$ cat src/rtl/proc_pkg.sv
// Shared processor definitions: register addressing, forward-select encoding
// and the scoreboard entry used by the hazard resolution logic.
package proc_pkg;

    localparam int REG_AW   = 3;
    localparam int NUM_REGS = 8;

    localparam logic [2:0] FWD_RF = 3'd0;

    // Forward select for the result held in shadow stage k.
    function automatic logic [2:0] FWD_STG(input int k);
        return 3'(k + 1);
    endfunction

    typedef struct packed {
        logic              v;
        logic [REG_AW-1:0] dest;
        logic              is_load;
    } sb_entry_t;

endpackage

$ cat src/rtl/hazard_match.sv
// Compares one ID source register against every shadow-pipeline entry and
// priority-encodes the youngest matching producer as a forward select.
module hazard_match
    import proc_pkg::*;
#(
    parameter int WB_LAT = 3
) (
    input  logic [REG_AW-1:0]           src,
    input  logic                        src_en,
    input  sb_entry_t [WB_LAT-1:0]      sb,
    output logic      [WB_LAT-1:0]      match,
    output logic      [2:0]             fwd_idx
);

    // Walk oldest to youngest so the lowest matching stage is left in fwd_idx.
    always_comb begin
        match   = '0;
        fwd_idx = FWD_RF;
        for (int k = WB_LAT - 1; k >= 0; k--) begin
            match[k] = src_en & sb[k].v & (sb[k].dest == src);
            if (match[k]) begin
                fwd_idx = FWD_STG(k);
            end
        end
    end

endmodule

$ cat src/rtl/hazard_stall_ctrl.sv
// Hazard resolution beside the ID stage: shadow scoreboard of in-flight writes,
// stall/bubble/issue generation, forward selects and a saturating stall counter.
module hazard_stall_ctrl
    import proc_pkg::*;
#(
    parameter int WB_LAT = 3,
    parameter int FWD_EN = 1,
    parameter int CNT_W  = 16
) (
    input  logic               clk,
    input  logic               rst_n,
    input  logic               id_valid,
    input  logic [REG_AW-1:0]  id_src_a,
    input  logic               id_src_a_en,
    input  logic [REG_AW-1:0]  id_src_b,
    input  logic               id_src_b_en,
    input  logic [REG_AW-1:0]  id_dest,
    input  logic               id_dest_we,
    input  logic               id_is_load,
    input  logic               flush,
    output logic               stall,
    output logic               bubble,
    output logic               issue,
    output logic [2:0]         fwd_a,
    output logic [2:0]         fwd_b,
    output logic [CNT_W-1:0]   stall_cnt
);

    localparam logic [CNT_W-1:0] CNT_ONE = CNT_W'(1);
    localparam logic [CNT_W-1:0] CNT_MAX = '1;

    sb_entry_t [WB_LAT-1:0] sb;
    logic      [WB_LAT-1:0] match_a;
    logic      [WB_LAT-1:0] match_b;
    logic      [2:0]        fwd_idx_a;
    logic      [2:0]        fwd_idx_b;
    logic                   hazard;

    hazard_match #(.WB_LAT(WB_LAT)) u_match_a (
        .src     (id_src_a),
        .src_en  (id_src_a_en),
        .sb      (sb),
        .match   (match_a),
        .fwd_idx (fwd_idx_a)
    );

    hazard_match #(.WB_LAT(WB_LAT)) u_match_b (
        .src     (id_src_b),
        .src_en  (id_src_b_en),
        .sb      (sb),
        .match   (match_b),
        .fwd_idx (fwd_idx_b)
    );

    // With forwarding only a load still in stage 0 has no result to forward yet.
    always_comb begin
        if (FWD_EN != 0) begin
            hazard = (match_a[0] | match_b[0]) & sb[0].is_load;
        end else begin
            hazard = (|match_a) | (|match_b);
        end
    end

    always_comb begin
        stall  = id_valid & ~flush & hazard;
        issue  = id_valid & ~flush & ~hazard;
        bubble = stall | flush | ~id_valid;
        fwd_a  = FWD_RF;
        fwd_b  = FWD_RF;
        if ((FWD_EN != 0) && !stall) begin
            fwd_a = fwd_idx_a;
            fwd_b = fwd_idx_b;
        end
    end

    always_ff @(posedge clk or negedge rst_n) begin
        if (!rst_n) begin
            sb <= '0;
        end else begin
            sb[0] <= '{v: issue & id_dest_we, dest: id_dest, is_load: id_is_load};
            for (int k = 1; k < WB_LAT; k++) begin
                sb[k] <= sb[k-1];
            end
        end
    end

    always_ff @(posedge clk or negedge rst_n) begin
        if (!rst_n) begin
            stall_cnt <= '0;
        end else if (stall && (stall_cnt != CNT_MAX)) begin
            stall_cnt <= stall_cnt + CNT_ONE;
        end
    end

endmodule

$ cat config.mk
export PLATFORM = sky130hd
export DESIGN_NAME = hazard_stall_ctrl
export DESIGN_NICKNAME = d
export VERILOG_FILES = /design/src/rtl/proc_pkg.sv /design/src/rtl/hazard_match.sv /design/src/rtl/hazard_stall_ctrl.sv
export SDC_FILE = /design/constraint.sdc
export NUM_CORES = 1
export LEC_CHECK = 0
export CAP_MARGIN = 20
export CORE_MARGIN = 2
export CORE_UTILIZATION = 44
export CTS_BUF_LIST = sky130_fd_sc_hd__clkbuf_2 sky130_fd_sc_hd__clkbuf_4 sky130_fd_sc_hd__clkbuf_8
export DETAILED_ROUTE_END_ITERATION = 7
export PLACE_DENSITY = 0.81
export SLEW_MARGIN = 20
export SYNTH_ARGS = -nofsm -noshare
export SYNTH_HDL_FRONTEND = slang
export SYNTH_SLANG_ARGS = --single-unit
$ cat constraint.sdc
create_clock -name clk -period 2.5 [get_ports clk]
set_input_delay 0.75 -clock clk [delete_from_list [all_inputs] [get_ports clk]]
set_output_delay 0.75 -clock clk [all_outputs]
set_load 0.02 [all_outputs]
==> metrics <==
sequential cell area=between 700 and 800 um2; share of cells above drive strength 1=0.377; top cells by area, synth=dfrtp_1 (49%), xor2_1 (16%), nor3_1 (4.4%), nand4_1 (3.4%), xnor2_1 (3.0%); crit end category=output port; post-layout min period=2.70 ns; worst hold slack=between 0.4 and 0.5 ns; failing checks=setup timing; Ys Warns=0; unrepaired setup endpoints after global routing=true; clock root cell=clkbuf_4; Routed Antenna Nets=0; TritonCTS buffer count=5; Initial Utilization=0.473; Startpoint Class=primary input; max_cap viols=0; number of DRC markers in iteration 0=61; top_reg_cell synth=dfrtp_1; Power Dens Cells=around 400 mW/mm2; CTS Buffer Depth=2; number of synthesized flops with an enable pin=0; TritonCTS clock tree=done; Post-Synthesis Cells=between 100 and 150; die area=~0.0038 mm2; Max FO, Critical Path=3; GRT Overall Usage=0.221; clock latency on the worst-skew pair=between 0.3 and 0.4 ns; LEAKAGE=about 1.0 nW; diode count=0; chip width=between 60 and 70 um; Synth Cell Area=approximately 0.0015 mm2; Pins Over Slew Limit=0; via count=between 1000 and 1500; post-DR vias/cell=roughly 5.1; f_max=approximately 370 MHz; Placer Congestion=0.825; num rows=20; kind of critical path=in -> out; First-pass DRT Iterations=4; post-synth top area cell=dfrtp_1; # DRC=0; core footprint=about 0.0031 mm2; multi-input gate area in the final layout=883 um2; Routed wire per std cell=15.2 um; # nets final=about 220; largest net degree at the start of global routing=30; Distinct cells, synth=30; Setup WS post-layout=-0.201 ns; status=complete, but fails checks; R2R setup slack=0.32 ns; Async S/R FF share, synth=1.00; die height=around 62 um; Yosys reg bits=29; number of port buffers=39; final setup fails=7; total negative slack=-1.31 ns; most common cell in the netlist=dfrtp_1; fin crit share=1.08; Routed WL=about 3700 um; Post-Syn Area per Cell=around 11 um2; # clock sinks=29; worst hold path type=reg -> reg; H-Tree Depth=2; clock-pin slew on the worst setup and hold paths=around 0.09 ns; antenna violations before repair=0; sequential area share after synthesis=0.494; fill count=approximately 230; Post-DP HPWL=roughly 2800 um; CP required=~1.8 ns; global-route wire length before repair=approximately 6000 um; post-synth top area share=0.494; top cells by count, synth=dfrtp_1 (29), xor2_1 (26), nor3_1 (13); IO Pins=42; final hold vios=0; area grow syn2layout=55.2%; Critical Path AT=slightly below 2 ns; clock skew=approximately 0.0068 ns; VDD IR max=approximately 0.00036 V; GRT overflow=0; Placement Setup Slack=-1.10 ns; vias in the first global route=~1300
==> per-layer routing <==
metal | global-route usage | routed length, um | up-vias
li1 | - | - | 587
met1 | 0.258 | 1460 | 609
met2 | 0.380 | 2000 | 42
met3 | 0.0704 | 189 | 6
met4 | 0.0821 | 45 | 0
met5 | 0 | 0 | -
==> cell usage in the layout, fill, tap and decap left out, types with 3 or more instances in the layout <==
cell type,count
nand2_1,4
nor3_4,4
inv_1,3
nor3_1,9
nor2b_4,3
xnor2_1,5
mux2_2,3
clkdlybuf4s50_1,22
dfrtp_1,27
buf_4,19
nor4_1,3
nand4_1,8
xor2_1,20
buf_6,9
clkbuf_4,6
nor4_4,3
nand3_1,5
buf_2,6
xor2_2,4
nor2_1,3
==> power breakdown <==
part	switching, mW	internal, mW
Clock	0.154	0.143
Sequential	0.0167	0.481
Combinational	0.0617	0.0641
Total	0.232	0.689
==> sequential cells by signal, indices dropped and copies added (netlist names) <==
signal	flops
sb	13
stall_cnt	16
==> worst max-delay path: stages <==
cell and delay (ns):
buf_8 0.11, xor2_4 0.18, nor4_4 0.40, o21bai_4 0.12
clkinvlp_4 0.11, buf_6 0.12, nor2_4 0.03, buf_6 0.13
==> cell families after synthesis <==
family,share of synthesized area
xor gates and xnor gates,0.185
AOI/OAI and AO/OA,0.0341
muxes,0.0230
DFF,0.494
buffers and inverters,0.0307
and+or+nand+nor,0.222
adders and majority gates,0.00852
other,0.00255
==> stage by stage <==
step | power, mW | area (um2) | util | cells
after global placement | 0.628 | 2140 | 0.690 | 231
after global routing | 0.967 | 2280 | 0.735 | 243
after CTS | 0.937 | 2280 | 0.733 | 242
final | 0.921 | 2280 | 0.735 | 243
after detailed placement | 0.632 | 2140 | 0.690 | 231
after floorplan | 0.558 | 1600 | - | 135
==> what timing repair did <==
action | in CTS | in global routing
endpoints found under the setup margin | 8 | 7
gates resized for setup | 93 | 2
setup buffers | 7 | 1
hold buffers | 0 | 0
pin swaps | 13 | 5
==> path summary, 6_finish.rpt <==
kind	end	startpoint	cells after the start
worst max-delay path	fwd_a[0]	id_src_a[1]	8
worst min-delay path	sb[14]$_DFF_PN0_	sb[9]$_DFF_PN0_	0
worst max register to register	stall_cnt[0]$_DFFE_PN0P_	stall_cnt[0]$_DFFE_PN0P_	7
worst min register to register	sb[14]$_DFF_PN0_	sb[9]$_DFF_PN0_	0
max in group asynchronous	sb[2]$_DFF_PN0_	rst_n	2
min in group asynchronous	sb[13]$_DFF_PN0_	rst_n	2
==> area by class of cell <==
class | count | share of cell area
multi-input cells | 98 | 0.387
flip-flops and latches | 29 | 0.319
repair buffers | 60 | 0.233
clock buffers | 7 | 0.0258
well taps | 44 | 0.0241
inverters | 5 | 0.00988
No activity file was read; power rests on OpenSTA's default activity.
